File: src/rtl/block_shift_queue.sv
// block_shift_queue: compacting multi-lane queue; head at element 0, dequeue compacts via block shift.
module block_shift #(
    parameter int W = 8,
    parameter int N = 8,
    parameter int S = 3
) (
    input  logic [N-1:0][W-1:0] data,
    input  logic [S-1:0]        amt,
    output logic [N-1:0][W-1:0] shifted
);
    assign shifted = data >> (W * int'(amt));
endmodule

module block_shift_queue #(
    parameter int DATA  = 8,
    parameter int DEPTH = 8,
    parameter int IN    = 4,
    parameter int OUT   = 4,
    parameter int CNT   = $clog2(DEPTH + 1)
) (
    input  logic                         clk,
    input  logic                         reset,
    input  logic                         flush,
    input  logic [$clog2(IN+1)-1:0]      enq_cnt,
    input  logic [IN-1:0][DATA-1:0]      enq_data,
    output logic                         enq_ack,
    input  logic [$clog2(OUT+1)-1:0]     deq_req,
    output logic [$clog2(OUT+1)-1:0]     deq_cnt,
    output logic [OUT-1:0][DATA-1:0]     out_data,
    output logic [OUT-1:0]               out_valid,
    output logic [CNT-1:0]               count,
    output logic [CNT-1:0]               free
);
    localparam int DW = $clog2(OUT + 1);
    localparam int IW = DEPTH > 1 ? $clog2(DEPTH) : 1;
    logic [DEPTH-1:0][DATA-1:0] mem, shifted, nxt;
    logic [CNT-1:0] base, count_next;
    block_shift #(.W(DATA), .N(DEPTH), .S(DW)) u_shift (
        .data(mem),
        .amt(deq_cnt),
        .shifted(shifted)
    );
    assign deq_cnt    = (CNT'(deq_req) < count) ? deq_req : DW'(count);
    assign free       = CNT'(DEPTH) - count;
    assign enq_ack    = !flush && (int'(enq_cnt) <= int'(free) + int'(deq_cnt));
    assign base       = count - CNT'(deq_cnt);
    assign count_next = base + (enq_ack ? CNT'(enq_cnt) : '0);
    assign out_data   = mem[OUT-1:0];
    always_comb begin
        out_valid = '0;
        for (int i = 0; i < OUT; i++) out_valid[i] = CNT'(i) < count;
    end
    // Accepted lanes land directly behind the entries that survive the dequeue.
    always_comb begin
        nxt = shifted;
        for (int j = 0; j < IN; j++)
            if (enq_ack && ($clog2(IN+1))'(j) < enq_cnt) nxt[IW'(base + CNT'(j))] = enq_data[j];
    end
    always_comb begin
        assert (count <= CNT'(DEPTH) && count >= CNT'(deq_cnt));
    end
    always_ff @(posedge clk) begin
        if (reset || flush) begin
            mem   <= '0;
            count <= '0;
        end else begin
            mem   <= nxt;
            count <= count_next;
        end
    end
endmodule

File: config.mk
export PLATFORM = sky130hd
export DESIGN_NAME = block_shift_queue
export DESIGN_NICKNAME = d
export VERILOG_FILES = /design/src/rtl/block_shift_queue.sv
export SDC_FILE = /design/constraint.sdc
export NUM_CORES = 1
export LEC_CHECK = 0
export CELL_PAD_IN_SITES_DETAIL_PLACEMENT = 0
export CELL_PAD_IN_SITES_GLOBAL_PLACEMENT = 1
export CORE_MARGIN = 1.5
export CORE_UTILIZATION = 42
export DETAILED_ROUTE_END_ITERATION = 6
export PLACE_DENSITY = 0.88
export SLEW_MARGIN = 20
export SYNTH_ARGS = -nofsm -noshare
export SYNTH_HDL_FRONTEND = slang
export SYNTH_SLANG_ARGS = --single-unit
export TNS_END_PERCENT = 30
File: constraint.sdc
create_clock -name clk -period 10 [get_ports clk]
set_input_delay 2 -clock clk [delete_from_list [all_inputs] [get_ports clk]]
set_output_delay 2 -clock clk [all_outputs]
set_load 0.02 [all_outputs]
==> results.md, run 1 <==
* Internal power at around 0.0015 W
* DR pass1 iterations at 7
* Area grow syn2layout at 13.3%
* Die area at between 15,000 and 20,000 µm²
* Synthesized area at just over 7000 µm²
* Residual DRC at 3
* TritonCTS Sinks at 68
* RSZ-0062 raised after global routing: false
* Post-DP HPWL at approximately 21,000 µm
* Initial core utilization at 0.431
* # IOs at 89
* Wire length of the first global-routing pass at about 45,000 µm
* Antenna violations before repair at 0
* Outcome: finished, violations left
* Core area at between 15,000 and 20,000 µm²
* Post-DRT Antenna Nets at 0
* TritonCTS buffer count at 9
* Die width at 133 µm
* Tot Pwr at around 0.0036 W
* Routability Congestion at roughly 0.93
* Nets@finish at slightly below 1k
* Crit-path max FO at 22
* H-Tree Level Count at 3
* Least-Margin Pin Slew at 1.16 ns
* Pleak at ~2.8 nW
* Maxcap violations at 0
* Period utilisation layout at 0.837
* Crit-path most repeated cell: ha_1
* Final wirelength at approximately 29,000 µm
* Rows at 47
* Worst Reg2Reg Path Length in Cells at 21
* Sequential Area at between 1000 and 1500 µm²
* Arrival time worst endpoint at between 6 and 7 ns
* Ys Warns at 0
* Yosys cell types at 67
* Clock skew at approximately 0.0045 ns
* Fin. Hold Viols at 0
* Endpoint, Worst Hold: mem[62]
* Reg clk slew, reported paths at roughly 0.060 ns
* Diode count at 0
* GR Overflow Total at 0
* Most frequent cells in the layout: 88 x clkdlybuf4s50_1, 85 x nand2_1, 73 x mux2i_1
* Via density at 7.08
* Worst vdd ir at 0.397 mV
* Asr flop ratio synth at 0
* Vias at slightly above 8k
* Setup slack, reg-to-reg at between 4 and 5 ns
* Number of synthesized flops with an enable pin at 0
* Crit path time final at around 8.4 ns
* Comb power frac at 0.776
* Layout cells sized above 1 at 0.0687
* P_sw at ~0.0021 W
* Multi-input logic area at around 5100 µm²
* Post-synthesis sequential area ratio at 0.190
* Wire per inst at between 20 and 30 µm
* CTS max path bufs at 2
* Crit start category: input port
* Sw frac at 0.574
* Clock power frac at 0.099
* Fill count at between 1.5k and 2k
* Failing checks: DRC
* Vias in the first global route at roughly 7.7k
* Max stage delay on crit path at 0.63 ns
* Commonest non-fill, non-tap cell in the layout: clkdlybuf4s50_1
* Crit path cell chain: clkdlybuf4s50_1 -> ha_1 -> o21ai_0 -> nand2b_1 -> a21oi_4 -> buf_4 -> ha_1 -> ha_1 -> inv_1 -> ha_1 -> nor2b_1 -> o21a_1 -> o21ai_0 -> nor2_1 -> buf_4 -> o21ai_0 -> o32ai_4 -> nor2_1 -> clkdlybuf4s50_1
* Total track usage at 0.322
* P per Cell Area at roughly 450 nW/µm²
* CTS Hold Bufs at 0
* R2r startpoint: count[1]
* Crit. End Element: output pin
* Setup violations, final at 0
* Final setup TNS at 0 ns
* Post-synthesis register bit count at 68
* Initial DRC count at between 1k and 1.5k
* Sequential share of power at 0.125
* Crit path kind: in2out
* PortBufs at between 80 and 90
* Skew-Pair Late Insertion Delay at ~0.35 ns
* HP Class: reg2reg
* Critical Path RT at about 8.0 ns
* Cts repair resizes at 0
* Fmax at 119 MHz
* Die Span Y at around 130 µm
* CP max stage cell: clkdlybuf4s50_1
* Most used DFF post-synth: dfxtp_1
* Relative slew slack at 0.224
* Mapped Nets at roughly 1.0k
* Clk root buf: clkbuf_16
* CTS tree: built
* Hold path cells at 4
* Gate count of the mapped netlist at about 940
* Worst hold start: mem[62]
* Largest net degree at the start of global routing at 64
* Mean Syn Cell Area at 7.58 µm²
* Max-slew violation count at 0
* Setup bufs post-CTS at 0
* Worst flop-to-flop path endpoint: mem[48]
==> cell usage after synthesis, types with 7 or more instances <==
library cell | number | share of area
o22ai_1 | 27 | 0.024
mux2i_1 | 73 | 0.10
a221oi_1 | 24 | 0.029
nor3_1 | 30 | 0.021
dfxtp_1 | 68 | 0.19
ha_1 | 17 | 0.030
buf_2 | 13 | 0.0091
o211ai_1 | 26 | 0.027
o311ai_0 | 16 | 0.020
a21o_1 | 9 | 0.0095
o21ai_0 | 24 | 0.017
o221ai_1 | 24 | 0.029
o2bb2ai_1 | 8 | 0.0098
buf_1 | 24 | 0.013
a22oi_1 | 8 | 0.0084
and3_1 | 11 | 0.0096
buf_4 | 35 | 0.037
o32a_1 | 9 | 0.013
o31ai_1 | 25 | 0.026
clkbuf_2 | 10 | 0.0070
inv_1 | 12 | 0.0063
and2_1 | 18 | 0.016
nand2_1 | 85 | 0.045
nor2_1 | 57 | 0.030
or3_1 | 11 | 0.0096
clkbuf_1 | 48 | 0.025
a211oi_1 | 17 | 0.018
nand3_1 | 37 | 0.026
mux2_2 | 9 | 0.014
a21oi_1 | 57 | 0.040
a2111oi_1 | 7 | 0.0098
a31oi_1 | 11 | 0.0096
a2bb2oi_1 | 9 | 0.011
a32oi_1 | 24 | 0.029
==> worst max-delay path by stage <==
stage                     from  endpoint  depth (start not counted)
global route        deq_req[2]   enq_ack                         18
CTS                 deq_req[1]   enq_ack                         19
floorplan           deq_req[1]   enq_ack                         21
finish              deq_req[1]   enq_ack                         19
global placement    deq_req[1]   enq_ack                         19
detailed placement  deq_req[1]   enq_ack                         19
==> logic make-up after synthesis <==
group,share of synthesized area
and+or+nand+nor,0.179
muxes,0.119
buffers and inverters,0.104
xor gates and xnor gates,0.0123
DFF,0.190
adders and majority gates,0.0326
AOI/OAI and AO/OA,0.364
==> cell type report <==
type | count | area share
Clock buffer | 9 | 0.0278
Clock inverter | 7 | 0.0124
Inverter | 16 | 0.00742
Multi-Input combinational cell | 726 | 0.626
Sequential cell | 68 | 0.168
Tap cell | 220 | 0.0340
Timing Repair Buffer | 105 | 0.125
==> layer usage <==
metal	part of all wire	wire, µm	global-route usage
met5	0	0	0
met4	0.056	1610	0.149
met3	0.10	2930	0.0704
met2	0.44	12800	0.508
met1	0.40	11600	0.421
==> registers in the layout, summed over array words and instances, names as in the netlist <==
register and cells:
count 4, out_data 32, mem 32
==> worst max-delay path: cells and delay by family <==
kind	cells	cell delay, ns
fa+ha+maj	4	1.11
buf+inv	5	1.72
compound gates	6	1.04
simple gates	4	0.48
==> power by group through the flow <==
| stage | Sequential [W] | Combinational, W | Clock [W] |
|---|---|---|---|
| after global routing | 0.000459 | 0.00300 | 0.000369 |
| after detailed placement | 0.000455 | 0.00272 | 0 |
| final | 0.000451 | 0.00280 | 0.000358 |
| after floorplan | 0.000416 | 0.00204 | 0 |
| after global placement | 0.000455 | 0.00270 | 0 |
| after CTS | 0.000450 | 0.00273 | 0.000357 |
==> through the flow <==
stage / setup WS (ns) / cells / cell area, µm² / util / hold slack (ns)
floorplan: 0.637 / 943 / 7150 / - / 0.667
global placement: 1.70 / 1135 / 7770 / 0.469 / 0.757
detailed placement: 1.67 / 1135 / 7770 / 0.469 / 0.755
CTS: 1.65 / 1151 / 8100 / 0.488 / 0.765
global route: 1.37 / 1151 / 8100 / 0.488 / 0.801
finish: 1.63 / 1151 / 8100 / 0.488 / 0.772
No activity file was read; power rests on OpenSTA's default activity.
==> inputs of run 2 (changes only) <==
Clock period 10 ns to 8.25 ns, I/O delays scaled along.
==> run 2 against run 1 <==
  * The flow still finishes with violations (DRC)
  * Cell count increased by 0.17%
  * Non-clock buffer count increased by 2
  * Sequential power increased by 20%
  * Critical path type unchanged
  * Critical endpoint unchanged
==> results.md, run 2 (synthesized netlist as in run 1, its figures left out) <==
* Layout cells sized above 1 at 0.0718 (was 0.0687)
* Crit path to: enq_ack (unchanged)
* Final setup TNS at 0 ns (unchanged)
* Worst vdd ir at 0.616 mV (was 0.397 mV)
* Most frequent cells in the layout: 88 x clkdlybuf4s50_1, 85 x nand2_1, 73 x mux2i_1 (unchanged)
* Post-place setup slack at 0.603 ns (was 1.67 ns)
* Failing checks: DRC (unchanged)
* Least-Margin Pin Slew at 1.05 ns (was 1.16 ns)
* Final wirelength at 29,600 µm (was 29,000 µm)
* P per Cell Area at 541 nW/µm² (was 446 nW/µm²)
* Fmax at 130 MHz
* GR Overflow Total at 0 (unchanged)
* Initial core utilization at 0.431 (unchanged)
* Core area at 16,600 µm² (unchanged)
* Die area at 17,800 µm² (unchanged)
* Die width at 133 µm (unchanged)
* Crit. End Element: output pin (unchanged)
* Relative slew slack at 0.291 (was 0.224)
* Rows at 47 (unchanged)
* Crit start category: input port (unchanged)
* Maxcap violations at 0 (unchanged)
* TritonCTS Sinks at 68 (unchanged)
* Wire length of the first global-routing pass at 45,300 µm (was 44,600 µm)
* Tot Pwr at 0.00437 W (was 0.00361 W)
* R2r startpoint: count[2] (was count[1])
* Skew-Pair Late Insertion Delay at 0.36 ns (was 0.35 ns)
* HP Class: reg2reg (unchanged)
* Antenna violations before repair at 0 (unchanged)
* Worst Reg2Reg Path Length in Cells at 20 (was 21)
* Clk root buf: clkbuf_16 (unchanged)
* Max-slew violation count at 0 (unchanged)
* Commonest non-fill, non-tap cell in the layout: clkdlybuf4s50_1 (unchanged)
* # IOs at 89 (unchanged)
* Cts repair resizes at 0 (unchanged)
* Arrival time worst endpoint at 6.06 ns (was 6.37 ns)
* TritonCTS buffer count at 9 (unchanged)
* Clock skew at 0.00584 ns (was 0.00454 ns)
* Post-DP HPWL at 21,100 µm (about the same)
* Post-DRT Antenna Nets at 0 (unchanged)
* CTS tree: built (unchanged)
* Initial DRC count at 1,333 (was 1,251)
* Crit path kind: in2out (unchanged)
* Pleak at 2.80 nW (was 2.81 nW)
* Reg clk slew, reported paths at 0.06 ns (about the same)
* Die Span Y at 133 µm (unchanged)
* Via density at 7.09 (was 7.08)
* Period utilisation layout at 0.934
* Routability Congestion at 0.987 (was 0.935)
* Crit-path max FO at 7 (was 22)
* Critical Path RT at 6.60 ns (was 8.00 ns)
* Setup bufs post-CTS at 0 (unchanged)
* Largest net degree at the start of global routing at 64 (unchanged)
* CP Launch Point: deq_req[2] (was deq_req[1])
* Vias at 8,175 (was 8,148)
* Wire per inst at 25.7 µm (was 25.2 µm)
* Diode count at 0 (unchanged)
* DR pass1 iterations at 7 (unchanged)
* Setup WS post-layout at 0.542 ns (was 1.63 ns)
* Area grow syn2layout at 13.2% (was 13.3%)
* Outcome: finished, violations left (unchanged)
* Setup violations, final at 0 (unchanged)
* Fin. Hold Viols at 0 (unchanged)
* Residual DRC at 1 (was 3)
* Setup slack, reg-to-reg at 2.35 ns (was 4.25 ns)
* H-Tree Level Count at 3 (unchanged)
* CTS max path bufs at 2 (unchanged)
* Hold Slack at 0.773 ns (was 0.772 ns)
* Worst flop-to-flop path endpoint: mem[55] (was mem[48])
* Fill count at 1,659 (was 1,661)
* CTS Hold Bufs at 0 (unchanged)
* PortBufs at 88 (unchanged)
* Total track usage at 0.331 (was 0.322)
* Crit path time final at 7.71 ns
* RSZ-0062 raised after global routing: false (unchanged)
* Vias in the first global route at 7,766 (was 7,703)
* Nets@finish at 987 (was 985)
* Final core occ at 0.488 (about the same)
## run 2: critical path, cell delays in order
cell             delay (ns)
clkdlybuf4s50_1        0.55
ha_1                   0.30
nor2_1                 0.08
or2_0                  0.32
o21ai_0                0.34
and2_1                 0.21
inv_1                  0.05
ha_1                   0.31
xor2_1                 0.18
ha_1                   0.30
o21a_1                 0.11
o21ai_0                0.23
nor2_2                 0.05
buf_4                  0.18
o21ai_0                0.19
o32ai_4                0.17
nor2_1                 0.20
clkdlybuf4s50_1        0.64
## run 2: how the worst min path moves through the flow
stage / from / endpoint / slack [ns] / cells after the start
2_1_floorplan: mem[56] / mem[56] / 0.67 / 4
3_3_place_gp: mem[60] / mem[60] / 0.74 / 4
3_5_place_dp: mem[56] / mem[56] / 0.76 / 4
4_1_cts: mem[62] / mem[62] / 0.77 / 4
5_1_grt: mem[61] / mem[61] / 0.80 / 4
6_report: mem[58] / mem[58] / 0.77 / 4
## run 2: report_power, final
part / internal [W] / leakage (nW) / switching [W]
Combinational: 0.00117 / 2.11 / 0.00226
Clock: 0.000233 / 0.131 / 0.000162
Sequential: 0.000438 / 0.553 / 0.000104
## run 2: through the flow
stage               cell area (µm²)  cells
floorplan                      7150    943
global placement               7790   1137
detailed placement             7790   1137
CTS                            8090   1153
global route                   8090   1153
finish                         8090   1153
## run 2: final cells by class
cell class | instances | area (µm²) | area share
well taps | 220 | 275 | 0.0340
clock buffers | 10 | 229 | 0.0283
flip-flops and latches | 68 | 1360 | 0.168
inverters | 16 | 60.1 | 0.00742
multi-input cells | 726 | 5080 | 0.627
repair buffers | 107 | 1020 | 0.127
clock inverters | 6 | 65.1 | 0.00804
## run 2: metal layers
layer / vias up / part of all wire / global-route usage
met2: 612 / 0.44 / 0.515
met4: 0 / 0.055 / 0.178
li1: 3597 / - / -
met5: - / 0 / 0
met3: 143 / 0.11 / 0.0556
met1: 3823 / 0.39 / 0.437
==> inputs of run 3 (changes only) <==
Settings changed: ABC_AREA set to 1, CORE_UTILIZATION 42 to 40, PLACE_DENSITY 0.88 to 0.89, SLEW_MARGIN 20 to 10.
==> run 3 against run 2 <==
  * The flow now finishes without violations
  * First-iteration DRC count fell by 18%
  * Sequential cell count unchanged
  * Fmax rose by 6.5%
  * Cell area increased by 6.0%
  * Critical path depth stayed put
  * Clock skew up 0.0045 ns
  * Clock-buffer cell count stayed put
  * Register-to-register slack better by 1.1 ns
  * Utilization decreased by 2.8 points
  * Worst setup slack gained 0.47 ns
  * Die area up 11%
==> results.md, run 3 <==
* Worst hold start: mem[62] (was mem[58])
* CTS Hold Bufs at 0 (unchanged)
* Residual DRC at 0 (was 1)
* Fill count at 2,041 (was 1,659)
* Die area at 19,800 µm² (was 17,800 µm²)
* Largest net degree at the start of global routing at 81 (was 64)
* GR Overflow Total at 0 (unchanged)
* Crit path time final at 7.24 ns (was 7.71 ns)
* Setup violations, final at 0 (unchanged)
* Post-DRT Antenna Nets at 0 (unchanged)
* Antenna violations before repair at 0 (unchanged)
* CTS max path bufs at 2 (unchanged)
* Relative slew slack at 0.415 (was 0.291)
* Top sig layer: met4 (unchanged)
* Fmax at 138 MHz (was 130 MHz)
* Diode count at 0 (unchanged)
* M1 WL at 13,000 µm (was 11,700 µm)
* Worst flop-to-flop path endpoint: out_data[22] (was mem[55])
* Setup bufs post-CTS at 0 (unchanged)
* Vias at 9,168 (was 8,175)
* DR pass1 iterations at 6 (was 7)
* Die Span Y at 141 µm (was 133 µm)
* HP Class: reg2reg (unchanged)
* Dominant cells by area after synthesis: nand2_1 20%, dfxtp_1 18%, a21oi_1 13%, nand3_1 9.6%, o21ai_0 7.3% (was dfxtp_1 19%, mux2i_1 10%, nand2_1 4.5%, a21oi_1 4.0%, buf_4 3.7%)
* Most frequent cells in the layout: 402 x nand2_1, 191 x a21oi_1, 145 x nand3_1 (was 88 x clkdlybuf4s50_1, 85 x nand2_1, 73 x mux2i_1)
* Crit start category: input port (unchanged)
* Top post-synthesis cells by count: 403 x nand2_1, 191 x a21oi_1, 145 x nand3_1 (was 85 x nand2_1, 73 x mux2i_1, 68 x dfxtp_1)
* Outcome: finished, final reports clean (was finished, violations left)
* Worst Reg2Reg Path Length in Cells at 24 (was 20)
* Reg clk slew, reported paths at 0.06 ns (about the same)
* Post-place setup slack at 1.02 ns (was 0.603 ns)
* Mean Syn Cell Area at 5.75 µm² (was 7.58 µm²)
* Vias in the first global route at 8,184 (was 7,766)
* Core area at 18,600 µm² (was 16,600 µm²)
* Initial core utilization at 0.406 (was 0.431)
* Most numerous cell in the Yosys netlist: nand2_1 (unchanged)
* PortBufs at 88 (unchanged)
* Crit. End Element: output pin (unchanged)
* Post-synth top area cell: nand2_1 (was dfxtp_1)
* # IOs at 89 (unchanged)
* Wire length of the first global-routing pass at 46,800 µm (was 45,300 µm)
* Rows at 50 (was 47)
* Fin. Hold Viols at 0 (unchanged)
* RSZ-0062 raised after global routing: false (unchanged)
* Clk root buf: clkbuf_16 (unchanged)
* Critical Path RT at 6.60 ns (about the same)
* Commonest non-fill, non-tap cell in the layout: nand2_1 (was clkdlybuf4s50_1)
* Final wirelength at 31,000 µm (was 29,600 µm)
* Post-synthesis sequential area ratio at 0.180 (was 0.190)
* Met3 WL at 2930 µm (was 3390 µm)
* Met2 WL at 13,600 µm (was 12,900 µm)
* TritonCTS buffer count at 9 (unchanged)
* Post-DP HPWL at 23,300 µm (was 21,100 µm)
* Die width at 141 µm (was 133 µm)
* Arrival time worst endpoint at 5.59 ns (was 6.06 ns)
* Total track usage at 0.310 (was 0.331)
* Initial DRC count at 1,096 (was 1,333)
* Least-Margin Pin Slew at 0.877 ns (was 1.05 ns)
* Skew-Pair Late Insertion Delay at 0.36 ns (about the same)
* Sequential Area at 1360 µm² (unchanged)
* Share of the synthesized area in the top cell type at 0.200 (was 0.190)
* Area grow syn2layout at 13.3% (was 13.2%)
* Synthesized area at 7570 µm² (was 7150 µm²)
* Layout cells sized above 1 at 0.0833 (was 0.0718)
* CTS tree: built (unchanged)
* TritonCTS Sinks at 68 (unchanged)
* Via density at 5.85 (was 7.09)
* Post-synthesis register bit count at 68 (unchanged)
* Gate count of the mapped netlist at 1,315 (was 943)
* Routability Congestion at 1.04 (was 0.987)
* Max-slew violation count at 0 (unchanged)
* Setup slack, reg-to-reg at 3.44 ns (was 2.35 ns)
* Nets@finish at 1,387 (was 987)
* Wire per inst at 19.8 µm (was 25.7 µm)
* CP Launch Point: deq_req[1] (was deq_req[2])
* Crit path to: enq_ack (unchanged)
* Asr flop ratio synth at 0 (unchanged)
* Clock skew at 0.0103 ns (was 0.00584 ns)
* Multi-input logic area at 5230 µm² (was 5080 µm²)
* Crit-path max FO at 11 (was 7)
* Crit path kind: in2out (unchanged)
* Final setup TNS at 0 ns (unchanged)
* Yosys cell types at 39 (was 67)
* Maxcap violations at 0 (unchanged)
* R2r startpoint: count[2] (unchanged)
* H-Tree Level Count at 3 (unchanged)
* Ys Warns at 0 (unchanged)
* Setup WS post-layout at 1.01 ns (was 0.542 ns)
* Cts repair resizes at 0 (unchanged)
* Number of synthesized flops with an enable pin at 0 (unchanged)
* Period utilisation layout at 0.877 (was 0.934)
* Most used DFF post-synth: dfxtp_1 (unchanged)
* Mapped Nets at 1,374 (was 1,002)
-- run 3: cell count changes after synthesis, moves of 25 or more --
cell	previous run	this run
nand2_1	85	403
a21oi_1	57	191
nand3_1	37	145
inv_1	12	99
o21ai_0	24	110
mux2i_1	73	1
nor2_1	57	30
nor3_1	30	5
o31ai_1	25	0
-- run 3: how the worst min path moves through the flow --
stage,slack [ns],depth (start not counted),endpoint
after floorplan,0.61,4,mem[60]
after global placement,0.66,4,mem[62]
after detailed placement,0.66,4,mem[62]
after CTS,0.68,4,mem[62]
after global routing,0.72,4,mem[62]
final,0.68,4,mem[62]
-- run 3: per-stage QoR --
step	hold WS, ns	util	cells	cell area (µm²)
after floorplan	0.615	-	1315	7570
after global placement	0.662	0.443	1551	8260
after detailed placement	0.664	0.443	1551	8260
after CTS	0.679	0.460	1567	8570
after global routing	0.722	0.460	1567	8570
final	0.682	0.460	1567	8570
-- run 3: logic make-up after synthesis --
kind of cell,after synthesis,synth area share
buffers and inverters,211,0.130
adder cells (fa/ha/maj),18,0.0308
AO/OA/AOI/OAI,345,0.239
XOR/XNOR,7,0.00909
flip-flops,68,0.180
multiplexers,1,0.00132
AND/OR/NAND/NOR,665,0.411
-- run 3: cell type report --
| type | instances | share of cell area |
|---|---|---|
| multi-input combinational | 1036 | 0.610 |
| sequential | 68 | 0.159 |
| timing repair buffer | 96 | 0.110 |
| inverter | 117 | 0.0512 |
| tap | 234 | 0.0342 |
| clock buffer | 10 | 0.0279 |
| clock inverter | 6 | 0.00832 |
-- run 3: worst max-delay path, stage by stage --
cell and delay [ns]:
clkdlybuf4s50_1 0.47, ha_1 0.31, nand2_1 0.06, nand2_1 0.07, nand2_4 0.11, nand2_4 0.08, nand2_1 0.08, nand2_2 0.09
ha_1 0.48, clkinv_1 0.39, ha_1 0.32, nor2_1 0.10, a211oi_1 0.05, a31oi_1 0.26, nand3_4 0.21, nand2_4 0.14
inv_2 0.14, clkdlybuf4s50_1 0.57
-- run 3: per-layer routing --
metal / vias to the layer above / global-route usage
li1: 4372 / -
met3: 98 / 0.0301
met2: 536 / 0.490
met5: - / 0
met1: 4162 / 0.428
met4: 0 / 0.143
Power of run 3 is left out: the tool's default activity adds up to more than one toggle a clock period on the data nets, which glitch-free logic cannot reach.
